### config.mk
export PLATFORM = sky130hd
export DESIGN_NAME = response_bus_arbiter_flat
export DESIGN_NICKNAME = d
export VERILOG_FILES = /design/src/rtl/response_bus_arbiter_if.sv /design/src/rtl/response_bus_arbiter.sv /design/src/flat_wrapper.sv
export SDC_FILE = /design/constraint.sdc
export NUM_CORES = 1
export LEC_CHECK = 0
export BUFFER_PORTS_ARGS = -buffer_cell sky130_fd_sc_hd__buf_2
export CAP_MARGIN = 0
export CELL_PAD_IN_SITES_DETAIL_PLACEMENT = 1
export CELL_PAD_IN_SITES_GLOBAL_PLACEMENT = 2
export CORE_MARGIN = 2
export CORE_UTILIZATION = 27
export DETAILED_ROUTE_END_ITERATION = 12
export PLACE_DENSITY = 0.79
export SYNTH_ARGS = -nofsm -noshare
export SYNTH_HDL_FRONTEND = slang
export SYNTH_SLANG_ARGS = --single-unit
### constraint.sdc
create_clock -name clock -period 1.87 [get_ports clock]
set_input_delay 0.374 -clock clock [delete_from_list [all_inputs] [get_ports clock]]
set_output_delay 0.374 -clock clock [all_outputs]
set_load 0.02 [all_outputs]
### src/rtl/response_bus_arbiter_if.sv
// Response bus arbitration signals shared between the slave units and the
// response bus arbiter.
//   response_breq  : per-slave bus request               (slave -> arbiter)
//   response_bhold : per-slave request to keep the grant (slave -> arbiter)
//   response_bgnt  : registered one-hot grant            (arbiter -> slaves)
//   bus_busy       : OR of response_bgnt, registered     (arbiter -> slaves)
//   owner          : index of current grantee            (arbiter -> slaves)
//   hold_timeout   : tenure forcibly ended at MAX_HOLD   (arbiter -> slaves)
// Modport master is the arbiter side, modport slave the requester side.
interface response_bus_arbiter_if #(
  parameter int NUM_SLAVES = 4,
  parameter int IDX_WIDTH  = $clog2(NUM_SLAVES)
);
  logic [NUM_SLAVES-1:0] response_breq;
  logic [NUM_SLAVES-1:0] response_bhold;
  logic [NUM_SLAVES-1:0] response_bgnt;
  logic                  bus_busy;
  logic [IDX_WIDTH-1:0]  owner;
  logic                  hold_timeout;

  modport master (
    input  response_breq,
    input  response_bhold,
    output response_bgnt,
    output bus_busy,
    output owner,
    output hold_timeout
  );

  modport slave (
    output response_breq,
    output response_bhold,
    input  response_bgnt,
    input  bus_busy,
    input  owner,
    input  hold_timeout
  );
endinterface

### src/rtl/response_bus_arbiter.sv
// Round-robin arbiter for the shared response bus.
// Each slave raises response_breq to ask for the bus and response_bhold to
// keep it for another cycle. Grants are registered and one-hot; a tenure is
// capped at MAX_HOLD cycles, after which the bus is handed on and
// hold_timeout pulses for one cycle.
// Ports:
//   clock : system clock
//   reset : synchronous, active-high reset
//   bus   : arbitration signals (master modport), see response_bus_arbiter_if
module response_bus_arbiter #(
  parameter int NUM_SLAVES = 4,
  parameter int MAX_HOLD   = 8,
  parameter int IDX_WIDTH  = $clog2(NUM_SLAVES)
) (
  input  logic                          clock,
  input  logic                          reset,
  response_bus_arbiter_if.master        bus
);

  localparam int CNT_WIDTH = $clog2(MAX_HOLD + 1);

  typedef enum logic {IDLE, GRANT} state_t;

  state_t                state_q, state_n;
  logic [CNT_WIDTH-1:0]  hold_cnt_q, hold_cnt_n;
  logic [IDX_WIDTH-1:0]  rr_ptr_q, rr_ptr_n;
  logic [IDX_WIDTH-1:0]  owner_q, owner_n;
  logic [NUM_SLAVES-1:0] bgnt_q, bgnt_n;
  logic                  timeout_q, timeout_n;

  logic [IDX_WIDTH-1:0]  owner_inc;
  logic [IDX_WIDTH-1:0]  arb_base;
  logic [IDX_WIDTH-1:0]  win;
  logic                  win_found;
  logic                  owner_hold;

  assign owner_inc  = (owner_q == IDX_WIDTH'(NUM_SLAVES - 1)) ? '0
                                                               : owner_q + IDX_WIDTH'(1);
  assign owner_hold = bus.response_bhold[owner_q];

  // On release the pointer moves past the owner before arbitrating, so the
  // scan in GRANT starts at owner+1 rather than the stored rr_ptr.
  assign arb_base = (state_q == GRANT) ? owner_inc : rr_ptr_q;

  always_comb begin
    win       = '0;
    win_found = 1'b0;
    for (int unsigned i = 0; i < NUM_SLAVES; i++) begin
      if (!win_found &&
          bus.response_breq[IDX_WIDTH'((32'(arb_base) + i) % NUM_SLAVES)]) begin
        win_found = 1'b1;
        win       = IDX_WIDTH'((32'(arb_base) + i) % NUM_SLAVES);
      end
    end
  end

  always_comb begin
    state_n    = state_q;
    hold_cnt_n = hold_cnt_q;
    rr_ptr_n   = rr_ptr_q;
    owner_n    = owner_q;
    bgnt_n     = bgnt_q;
    timeout_n  = 1'b0;

    unique case (state_q)
      IDLE: begin
        if (win_found) begin
          state_n    = GRANT;
          owner_n    = win;
          bgnt_n     = NUM_SLAVES'(1) << win;
          hold_cnt_n = CNT_WIDTH'(1);
        end else begin
          bgnt_n     = '0;
          hold_cnt_n = '0;
        end
      end

      GRANT: begin
        if (owner_hold && (hold_cnt_q < CNT_WIDTH'(MAX_HOLD))) begin
          hold_cnt_n = hold_cnt_q + CNT_WIDTH'(1);
        end else begin
          // Voluntary or forced release; hand over in the same cycle.
          rr_ptr_n  = owner_inc;
          timeout_n = owner_hold;
          if (win_found) begin
            owner_n    = win;
            bgnt_n     = NUM_SLAVES'(1) << win;
            hold_cnt_n = CNT_WIDTH'(1);
          end else begin
            state_n    = IDLE;
            bgnt_n     = '0;
            hold_cnt_n = '0;
          end
        end
      end

      default: begin
        state_n    = IDLE;
        bgnt_n     = '0;
        hold_cnt_n = '0;
      end
    endcase
  end

  always_ff @(posedge clock) begin
    if (reset) begin
      state_q    <= IDLE;
      hold_cnt_q <= '0;
      rr_ptr_q   <= '0;
      owner_q    <= '0;
      bgnt_q     <= '0;
      timeout_q  <= 1'b0;
    end else begin
      state_q    <= state_n;
      hold_cnt_q <= hold_cnt_n;
      rr_ptr_q   <= rr_ptr_n;
      owner_q    <= owner_n;
      bgnt_q     <= bgnt_n;
      timeout_q  <= timeout_n;
    end
  end

  assign bus.response_bgnt = bgnt_q;
  assign bus.bus_busy      = (state_q == GRANT);
  assign bus.owner         = owner_q;
  assign bus.hold_timeout  = timeout_q;

  grant_onehot: assert property (@(posedge clock) $onehot0(bgnt_q));
  busy_matches_grant: assert property (@(posedge clock) (|bgnt_q) == (state_q == GRANT));

endmodule

### src/flat_wrapper.sv
// flat-port wrapper written by rule: the top's interface ports become plain ports
module response_bus_arbiter_flat 
#(
  parameter int NUM_SLAVES = 4,
  parameter int MAX_HOLD   = 8,
  parameter int IDX_WIDTH  = $clog2(NUM_SLAVES)
)
  (clock, reset, bus_response_breq, bus_response_bhold, bus_response_bgnt, bus_bus_busy, bus_owner, bus_hold_timeout);
  response_bus_arbiter_if #(.NUM_SLAVES(NUM_SLAVES), .IDX_WIDTH(IDX_WIDTH)) bus_i ();
  input  logic clock;
  input  logic reset;
  input wire logic [$bits(bus_i.response_breq)-1:0] bus_response_breq;
  input wire logic [$bits(bus_i.response_bhold)-1:0] bus_response_bhold;
  output wire logic [$bits(bus_i.response_bgnt)-1:0] bus_response_bgnt;
  output wire logic [$bits(bus_i.bus_busy)-1:0] bus_bus_busy;
  output wire logic [$bits(bus_i.owner)-1:0] bus_owner;
  output wire logic [$bits(bus_i.hold_timeout)-1:0] bus_hold_timeout;
  assign bus_i.response_breq = bus_response_breq;
  assign bus_i.response_bhold = bus_response_bhold;
  assign bus_response_bgnt = bus_i.response_bgnt;
  assign bus_bus_busy = bus_i.bus_busy;
  assign bus_owner = bus_i.owner;
  assign bus_hold_timeout = bus_i.hold_timeout;
  response_bus_arbiter #(.NUM_SLAVES(NUM_SLAVES), .MAX_HOLD(MAX_HOLD), .IDX_WIDTH(IDX_WIDTH)) u_core (.clock(clock), .reset(reset), .bus(bus_i));
endmodule
==> flow_metrics.env, run 1 <==
export IMPL_outcome="complete, but fails checks"
export IMPL_failed_checks="negative setup slack"
export IMPL_area_growth_pct=53.5
export IMPL_dominantRegCellSynth="dfxtp_1"
export IMPL_dieArea_sq_um=3070
export IMPL_yosysSeqAreaShare_pct=39.3
export IMPL_critPathKind="reg -> reg"
export IMPL_gp_congestion=0.740
export IMPL_r2r_cells=6
export IMPL_portBuffers=17
export IMPL_utilization_pct=43.8
export IMPL_synth_cells=76
export IMPL_path_buf_inv=0
export IMPL_layout_min_cycle_time_ps=1890
export IMPL_synthDistinctLibCells=32
export IMPL_critPathRequiredTime_ps=2070
export IMPL_wl_per_cell_um=15.5
export IMPL_clk_pin_slew_ps=90
export IMPL_pwr_share_seq_pct=36.6
export IMPL_h_tree_depth=1
export IMPL_min_period_over_period_pct=101
export IMPL_p_comb_share_pct=40.1
export IMPL_insertion_delay_ps=280
export IMPL_die_h_um=55.4
export IMPL_swShare_pct=33.1
export IMPL_dieWidth_um=55.4
export IMPL_power_mw=0.954
export IMPL_maxSlewHeadroom_pct=63.9
export IMPL_slew_violations=0
export IMPL_worst_path_largest_cell_delay_ps=420
export IMPL_clkPwrFrac_pct=23.2
export IMPL_fin_ws_ps=-20.2
export IMPL_grt_max_degree=16
export IMPL_critPathLaunch="u_core.bus.owner[0]"
export IMPL_reg2reg_from="u_core.bus.owner[0]"
export IMPL_tns_ps=-20.2
export IMPL_cts_sinks=14
export IMPL_cts_buffers=3
export IMPL_cp_arrival_ps=2090
export IMPL_clk_path_buf_depth=2
export IMPL_ant_nets=0
export IMPL_via_per_inst=4.95
export IMPL_grt_pass1_wl_mm=3.24
export IMPL_p_per_area_nw_per_um2=872
export IMPL_grt_util_all_layers_pct=13.3
export IMPL_async_flop_share_pct=0
export IMPL_fp_row_count=18
export IMPL_path_depth=6
export IMPL_critical_path_top_delay_family="simple AND/OR/NAND/NOR gates"
export IMPL_dr_total_vias=683
export IMPL_initial_utilization_pct=28.5
export IMPL_hold_class="in -> reg"
export IMPL_syn_nets=88
export IMPL_grt_pass1_vias=693
export IMPL_dp_hpwl_mm=1.47
export IMPL_drive_above_1_share_pct=50.0
export IMPL_r2r_slack_ps=-20
export IMPL_placed_cells=131
export IMPL_cp_cell_sequence="ha_4 > or3b_4 > a211oi_4 > nor4_4 > or3_4 > o32ai_4"
export IMPL_endpoint="u_core.bus.response_bgnt[0]"
export IMPL_wl_mm=2.14
export IMPL_setup_violations=1
export IMPL_intPower_mw=0.638
export IMPL_drcViolationCount=0
export IMPL_avgSynthCellArea_sq_um=9.38
export IMPL_leakagePower_nw=0.447
export IMPL_coreArea_sq_um=2500
export IMPL_hold_viol_final=0
export IMPL_cts_tree="done"
export IMPL_timing_rr_end="u_core.bus.response_bgnt[0]"
export IMPL_vdd_drop_max_mv=0.520
export IMPL_critPathLaunchType="flop"
export IMPL_antennaDiodeCount=0
export IMPL_worst_pin_slew_ps=537
export IMPL_io_pins=18
export IMPL_antenna_found_initial=0
export IMPL_maxCapViolations=0
export IMPL_switchingPower_mw=0.316
export IMPL_rsz0062_at_grt="true"
export IMPL_yosysWarnings=0
export IMPL_root_buffer="clkbuf_4"
export IMPL_worstPathMaxFanout=3
export IMPL_overflow=0
export IMPL_slowest_stage="or3b_4"
export IMPL_final_setup_skew_ps=5.41
export IMPL_finalNetCount=121
export IMPL_final_cells=138
export IMPL_drt_iter0_markers=15
export IMPL_fmax_mhz=529
export IMPL_cp_end_kind="flop"
export IMPL_holdBufCountCts=0
export IMPL_hold_ws_ps=454
export IMPL_synth_edff_count=0
export IMPL_synthesis_area_sq_um=713
export IMPL_drtPass1Iterations=6
export IMPL_ys_ff_latch=14
==> worst min path at each step <==
| stage | start | end | slack, ps | cells after the start |
|---|---|---|---|---|
| after floorplan | u_core.hold_cnt_q[0] | u_core.hold_cnt_q[0] | 450 | 1 |
| after global placement | u_core.bus.response_bgnt[3] | u_core.bus.response_bgnt[3] | 460 | 2 |
| after detailed placement | u_core.bus.response_bgnt[3] | u_core.bus.response_bgnt[3] | 470 | 2 |
| after CTS | reset | u_core.rr_ptr_q[1] | 430 | 2 |
| after global routing | reset | u_core.bus.owner[0] | 480 | 2 |
| final | reset | u_core.rr_ptr_q[0] | 450 | 2 |
==> state kept, by name, summed over array words and instances (netlist names) <==
register                  flops
u_core.bus.response_bgnt      4
u_core.hold_cnt_q             4
u_core.bus.owner              2
u_core.rr_ptr_q               2
u_core.bus.bus_busy           1
u_core.bus.hold_timeout       1
==> timing repair <==
item,in CTS,in global routing
resized for setup,4,20
pin swaps,0,9
buffers inserted,1,3
endpoints found under the setup margin,3,5
==> layout make-up <==
cell class	instances	area [sq um]
fill	296	1410
multi-input combinational	50	507
sequential	14	283
timing repair buffer	31	198
tap	30	37.5
clock buffer	4	36.3
inverter	9	33.8
==> cell usage after synthesis, drive strengths merged, types with 2 or more instances <==
master / n / area, sq um
a211oi: 2 / 15.0
a21boi: 2 / 15.0
a21oi: 3 / 15.0
buf: 2 / 12.5
dfxtp: 14 / 280
ha: 2 / 25.0
inv: 9 / 33.8
mux2i: 4 / 40.0
nand2b: 3 / 18.8
nand3: 2 / 10.0
nor2: 6 / 22.5
nor2b: 2 / 12.5
nor3: 2 / 10.0
nor4: 3 / 25.0
o32ai: 4 / 35.0
xnor2: 2 / 17.5
==> power by group through the flow <==
stage,combinational (mW),clock [mW],sequential [mW]
6_report,0.383,0.222,0.350
3_3_place_gp,0.271,0,0.350
3_5_place_dp,0.278,0,0.351
4_1_cts,0.299,0.232,0.344
2_1_floorplan,0.134,0,0.378
5_1_grt,0.412,0.239,0.354
==> per-stage QoR <==
step / instance area [sq um] / worst slack, ps
floorplan: 718 / 16.5
global placement: 907 / -20.8
detailed placement: 907 / -92.2
CTS: 971 / -14.9
global route: 1090 / -96.6
finish: 1090 / -20.2
==> logic make-up after synthesis <==
logic type      after synthesis  share of synthesized area (%)
compound gates               15                           16.1
xor+xnor                      2                           2.46
fa+ha+maj                     2                           3.51
buf+inv                      12                           7.02
flops                        14                           39.3
mux                           5                           8.77
simple gates                 26                           22.8
==> cells in the final DEF, fill, tap and decap left out, drive strengths merged, types with 2 or more instances in the layout <==
cell	count
nand3	2
nor3	2
dfxtp	14
o32ai	4
xnor2	2
nand2b	3
a21oi	3
nor2b	2
inv	9
a21boi	2
nor4	3
clkbuf	4
buf	31
ha	2
mux2i	4
a211oi	2
nor2	6
==> per-layer routing <==
layer	wire length (um)	track usage, %	vias up	share of wire, %
li1	-	-	342	-
met1	986	17.0	325	46
met2	1080	22.6	14	50
met3	52	1.64	2	2.4
met4	21	5.23	0	0.98
met5	0	0	-	0
No activity file was read; power rests on OpenSTA's default activity.
==> inputs of run 2 (changes only) <==
Settings changed: ABC_AREA set to 1, CORE_UTILIZATION 27 to 26, PLACE_DENSITY 0.79 to 0.8.
==> run 2 against run 1 <==
  * Utilization down 8.4 points
  * Final cell count grew 55%
  * Clock power shrank 23%
  * Flip-flop and latch count is the same
  * Clock skew fell by 0.85 ps
  * Fmax increased by 5.6%
  * The flow now finishes without violations
  * Register-to-register slack improved by 100 ps
  * Largest cell class unchanged
  * Largest power group unchanged
  * Total power is 130% higher
  * Highest routed layer unchanged
  * Cell area rose by 11%
  * Combinational power rose to 4.0 times the previous value
  * First-iteration DRC count rose by 47%
  * Count of clock-buffer cells in the layout is 1 lower
==> flow_metrics.env, run 2 <==
export IMPL_outcome="complete, no violations"
export IMPL_yosysMostFrequentCell="nand2_1"
export IMPL_overflow=0
export IMPL_worstPathMaxFanout=7
export IMPL_power_mw=2.17
export IMPL_avgSynthCellArea_sq_um=6.66
export IMPL_h_tree_depth=1
export IMPL_drtPass1Iterations=4
export IMPL_finalNetCount=182
export IMPL_r2r_cells=15
export IMPL_synth_compound_area_share_pct=8.02
export IMPL_portBuffers=17
export IMPL_synthAdderAreaFrac_pct=2.63
export IMPL_final_cell_mix="nand2_1 (36), nand3_1 (17), buf_2 (17), nand2_2 (13), inv_1 (13)"
export IMPL_synth_xor_area_share_pct=1.84
export IMPL_mostFrequentLayoutCell="nand2_1"
export IMPL_cp_cell_sequence="ha_4 > nor2_4 > nand2_4 > nand2_4 > nand2_1 > nand2_1 > nand2_2 > nand2_4 > nand3_4 > nor2_4 > nor2_4 > nand2_2 > inv_2 > nand2_1 > nand2_1"
export IMPL_hold_ws_ps=351
export IMPL_wl_per_cell_um=12.4
export IMPL_timing_rr_end="u_core.bus.response_bgnt[0]"
export IMPL_maxSlewHeadroom_pct=85.4
export IMPL_cts_tree="done"
export IMPL_dp_hpwl_mm=2.15
export IMPL_design_area_sq_um=1210
export IMPL_dieArea_sq_um=4160
export IMPL_fin_ws_ps=80.6
export IMPL_yosysSeqAreaShare_pct=29.4
export IMPL_critical_path_top_delay_family="simple AND/OR/NAND/NOR gates"
export IMPL_root_buffer="clkbuf_4"
export IMPL_antennaDiodeCount=0
export IMPL_gp_congestion=0.821
export IMPL_path_buf_inv=1
export IMPL_die_h_um=64.5
export IMPL_coreArea_sq_um=3420
export IMPL_clk_path_buf_depth=2
export IMPL_yosys_area_top_type_share_pct=29.4
export IMPL_cts_sinks=14
export IMPL_synth_largest_area_cell="dfxtp_1"
export IMPL_hold_viol_final=0
export IMPL_async_flop_share_pct=0
export IMPL_ys_ff_latch=14
export IMPL_area_growth_pct=27.1
export IMPL_syn_nets=155
export IMPL_setup_violations=0
export IMPL_clk_pin_slew_ps=80
export IMPL_grt_pass1_wl_mm=4.57
export IMPL_initial_utilization_pct=27.9
export IMPL_rsz0062_at_grt="true"
export IMPL_fmax_mhz=559
export IMPL_min_period_over_period_pct=95.7
export IMPL_worst_path_largest_cell_delay_ps=370
export IMPL_min_to="u_core.bus.owner[1]"
export IMPL_placed_area_sq_um=1130
export IMPL_crit_top_cell="nand2_1"
export IMPL_vdd_drop_max_mv=0.514
export IMPL_slowest_stage="dfxtp_4"
export IMPL_synthesis_area_sq_um=952
export IMPL_synth_edff_count=0
export IMPL_drcViolationCount=0
export IMPL_worstHoldStart="reset"
export IMPL_synthSimpleGateAreaFrac_pct=51.4
export IMPL_reg2reg_from="u_core.bus.owner[1]"
export IMPL_synth_cells=143
export IMPL_final_setup_skew_ps=4.56
export IMPL_p_per_area_nw_per_um2=1790
export IMPL_tns_ps=0
export IMPL_io_pins=18
export IMPL_cts_buffers=3
export IMPL_final_cells=214
export IMPL_maxCapViolations=0
export IMPL_drt_iter0_markers=22
export IMPL_dp_slack_ps=-21.9
export IMPL_synth_top_family_by_area="simple AND/OR/NAND/NOR gates"
export IMPL_insertion_delay_ps=280
export IMPL_hold_depth=2
export IMPL_cp_arrival_ps=1970
export IMPL_fp_row_count=21
export IMPL_dominantRegCellSynth="dfxtp_1"
export IMPL_critPathLaunchType="flop"
export IMPL_antenna_found_initial=0
export IMPL_ys_top_cells_by_count="nand2_1 (41), nand3_1 (18), dfxtp_1 (14), inv_1 (14)"
export IMPL_utilization_pct=35.4
export IMPL_r2r_slack_ps=80
export IMPL_grt_pass1_vias=1037
export IMPL_layout_min_cycle_time_ps=1790
export IMPL_slew_violations=0
export IMPL_critPathKind="reg -> reg"
export IMPL_grt_util_all_layers_pct=14.0
export IMPL_wl_mm=2.65
export IMPL_hold_class="in -> reg"
export IMPL_synth_mux_area_share_pct=0
export IMPL_via_per_inst=4.62
export IMPL_ant_nets=0
export IMPL_dieWidth_um=64.5
export IMPL_synth_area_top_cells="dfxtp_1 (29%), nand2_1 (16%), nand3_1 (9.5%)"
export IMPL_cp_end_kind="flop"
export IMPL_drive_above_1_share_pct=37.5
export IMPL_critPathRequiredTime_ps=2050
export IMPL_synthDistinctLibCells=22
export IMPL_leakagePower_nw=0.618
export IMPL_grt_max_degree=9
export IMPL_dr_total_vias=988
export IMPL_yosysWarnings=0
export IMPL_placed_cells=210
export IMPL_worst_pin_slew_ps=218
==> run 2: cell count changes after synthesis, sizes merged, moves of 4 or more <==
cell,previous run,this run
nand2,1,54
nand3,2,20
nor2,6,16
inv,9,17
o21ai,0,8
mux2i,4,0
o32ai,4,0
==> run 2: worst max-delay path by stage <==
stage / startpoint / endpoint / slack [ps] / depth (start not counted)
after floorplan: u_core.bus.owner[0] / u_core.bus.response_bgnt[0] / 50 / 15
after global placement: u_core.bus.owner[1] / u_core.bus.response_bgnt[0] / -8 / 15
after detailed placement: u_core.bus.owner[1] / u_core.bus.response_bgnt[0] / -20 / 15
after CTS: u_core.bus.owner[1] / u_core.bus.response_bgnt[0] / 10 / 13
after global routing: u_core.bus.owner[1] / u_core.bus.response_bgnt[0] / -60 / 15
final: u_core.bus.owner[1] / u_core.bus.response_bgnt[0] / 80 / 15
==> run 2: cells by family (layout without fill, tap and decap cells) <==
family | after synthesis | in the layout
AO/OA/AOI/OAI | 13 | 13
XOR/XNOR | 2 | 2
adder cells (fa/ha/maj) | 2 | 2
buffers and inverters | 17 | 42
flip-flops | 14 | 14
AND/OR/NAND/NOR | 95 | 95
==> run 2: cell type report <==
cell class	instances	area (sq um)
Sequential cell	14	287
Multi-Input combinational cell	112	653
Fill cell	441	2210
Tap cell	46	57.6
Timing Repair Buffer	22	126
Inverter	17	63.8
Clock buffer	3	22.5
==> run 2: what timing repair did <==
item	CTS	global route
resized for setup	6	9
setup endpoints to repair	5	7
pin swaps	2	8
hold buffers	0	0
buffers inserted	0	1
==> run 2: power by group <==
part	switching [mW]	internal, mW	leakage, nW
Combinational	0.989	0.540	0.488
Sequential	0.0781	0.389	0.116
Clock	0.0958	0.0747	0.0138
Total	1.16	1.00	0.618
==> run 2: layer usage <==
layer	GRT usage (%)	wire length, um	up-vias
met1	17.4	1280	458
met3	4.17	103	4
met5	0	0	-
li1	-	-	508
met2	23.2	1230	18
met4	4.26	32	0
==> inputs of run 3 (changes only) <==
Settings changed: CELL_PAD_IN_SITES_DETAIL_PLACEMENT 1 to unset, CELL_PAD_IN_SITES_GLOBAL_PLACEMENT 2 to unset, CORE_UTILIZATION 26 to 48.
==> run 3 against run 2 <==
  * First-iteration DRC count decreased by 18%
  * Largest cell class unchanged
  * Flip-flop and latch count did not move
  * Sequential share of layout area decreased by 0.46 points
  * Worst setup slack lost 26 ps
  * Via count is 0.71% higher
  * Count of clock-buffer cells in the layout rose by 1
  * Register-to-register slack worse by 30 ps
  * Hold slack got worse by 27 ps
  * Total power is 5.0% higher
  * Largest power group unchanged
  * Final cell count shrank 7.5%
  * Global-route usage up 4.9 points
  * Non-clock buffer count grew 2
  * Critical path type unchanged
==> flow_metrics.env, run 3 (synthesis gave the netlist of run 2 again) <==
export IMPL_outcome="complete, no violations"
export IMPL_placed_area_sq_um=1090
export IMPL_wl_mm=2.35
export IMPL_holdBufCountCts=0
export IMPL_dieWidth_um=48.5
export IMPL_die_h_um=48.5
export IMPL_hold_viol_final=0
export IMPL_design_area_sq_um=1230
export IMPL_clk_pin_slew_ps=90
export IMPL_finalNetCount=184
export IMPL_maxSlewHeadroom_pct=84.4
export IMPL_cts_buffers=3
export IMPL_h_tree_depth=1
export IMPL_setup_violations=0
export IMPL_critPathKind="reg -> reg"
export IMPL_leakagePower_nw=0.646
export IMPL_area_growth_pct=29.6
export IMPL_io_pins=18
export IMPL_min_period_over_period_pct=97.1
export IMPL_cts_sinks=14
export IMPL_p_per_area_nw_per_um2=1840
export IMPL_grt_busiest_layer="met2"
export IMPL_mostFrequentLayoutCell="nand2_1"
export IMPL_final_cell_mix="nand2_1 (35), nand3_1 (18), buf_2 (17), inv_1 (13)"
export IMPL_dp_hpwl_mm=1.59
export IMPL_initial_utilization_pct=49.5
export IMPL_drt_iter0_markers=18
export IMPL_hold_ws_ps=325
export IMPL_antennaDiodeCount=0
export IMPL_slew_violations=0
export IMPL_grt_max_degree=9
export IMPL_grt_met2_usage_pct=31.7
export IMPL_rsz0062_at_grt="true"
export IMPL_drtPass1Iterations=4
export IMPL_ant_nets=0
export IMPL_drive_above_1_share_pct=40.4
export IMPL_drcViolationCount=0
export IMPL_hold_class="in -> reg"
export IMPL_overflow=0
export IMPL_grt_pass1_vias=863
export IMPL_final_setup_skew_ps=4.04
export IMPL_utilization_pct=64.2
export IMPL_dr_total_vias=995
export IMPL_clk_path_buf_depth=2
export IMPL_via_per_inst=5.03
export IMPL_dieArea_sq_um=2360
export IMPL_use_met1_pct=23.5
export IMPL_antenna_found_initial=0
export IMPL_critPathLaunchType="flop"
export IMPL_cp_arrival_ps=2000
export IMPL_cts_tree="done"
export IMPL_layout_min_cycle_time_ps=1810
export IMPL_use_met3_pct=6.48
export IMPL_insertion_delay_ps=290
export IMPL_cp_end_kind="flop"
export IMPL_fmax_mhz=551
export IMPL_tns_ps=0
export IMPL_root_buffer="clkbuf_4"
export IMPL_worstPathMaxFanout=6
export IMPL_critPathRequiredTime_ps=2050
export IMPL_wl_per_cell_um=11.9
export IMPL_coreArea_sq_um=1920
export IMPL_fp_row_count=16
export IMPL_grt_util_all_layers_pct=18.9
export IMPL_worst_pin_slew_ps=234
export IMPL_gp_congestion=0.914
export IMPL_portBuffers=17
export IMPL_maxCapViolations=0
export IMPL_vdd_drop_max_mv=1.01
export IMPL_grt_pass1_wl_mm=3.48
## run 3: cell count changes in the layout (fill, tap and decap cells not counted), moves of 2 or more
cell / delta
buf_4: +3
o21ai_1: -2
nand2_2: -2
o21ai_2: +2
nand2_4: +3
## run 3: final timing paths
kind | start | endpoint | slack [ps] | cells after the start
worst max-delay path | u_core.bus.owner[1] | u_core.bus.owner[0] | 60 | 13
worst min-delay path | reset | u_core.bus.owner[1] | 320 | 2
worst max register to register | u_core.bus.owner[1] | u_core.bus.owner[0] | 60 | 13
worst min register to register | u_core.bus.response_bgnt[0] | u_core.bus.response_bgnt[0] | 460 | 2
## run 3: repair_timing
item                                    in CTS  in global routing
endpoints found under the setup margin       0                  7
buffers inserted                             0                  5
hold endpoints to repair                     0                  0
resized for setup                            0                 21
## run 3: through the flow
step	power, mW	worst slack [ps]	instances
detailed placement	1.77	31.1	189
finish	2.28	55.1	198
global placement	1.74	95.1	189
CTS	2.01	0.241	193
floorplan	1.50	53.9	143
global route	2.46	-47.2	198
## run 3: metal layers
metal  routed length, um  vias to the layer above  share of wire, %
li1                    -                      515                 -
met1                 993                      436                42
met2                1150                       36                49
met3                 152                        8               6.5
met4                  57                        0               2.4
met5                   0                        -                 0
## run 3: layout make-up
type | count | area, sq um
inverters | 17 | 63.8
fillers | 169 | 688
clock buffers | 4 | 36.3
flip-flops and latches | 14 | 287
well taps | 27 | 33.8
multi-input cells | 112 | 676
repair buffers | 24 | 138
## run 3: power by group
group	switching (mW)	internal, mW	total (mW)
combinational	1.02	0.569	1.59
sequential	0.0709	0.389	0.460
clock	0.104	0.119	0.222
total	1.20	1.08	2.28
## run 3: worst max-delay path, stage by stage, from the launching register on
cell	delay (ps)
dfxtp_4	360
ha_4	170
nor2_4	120
nand2_4	90
nand2_4	140
nand2_1	100
nand2_2	80
nand2_2	60
nand2_4	90
nand3_4	80
nor2_4	160
nor2_4	60
o21ai_2	150
nor2_2	50
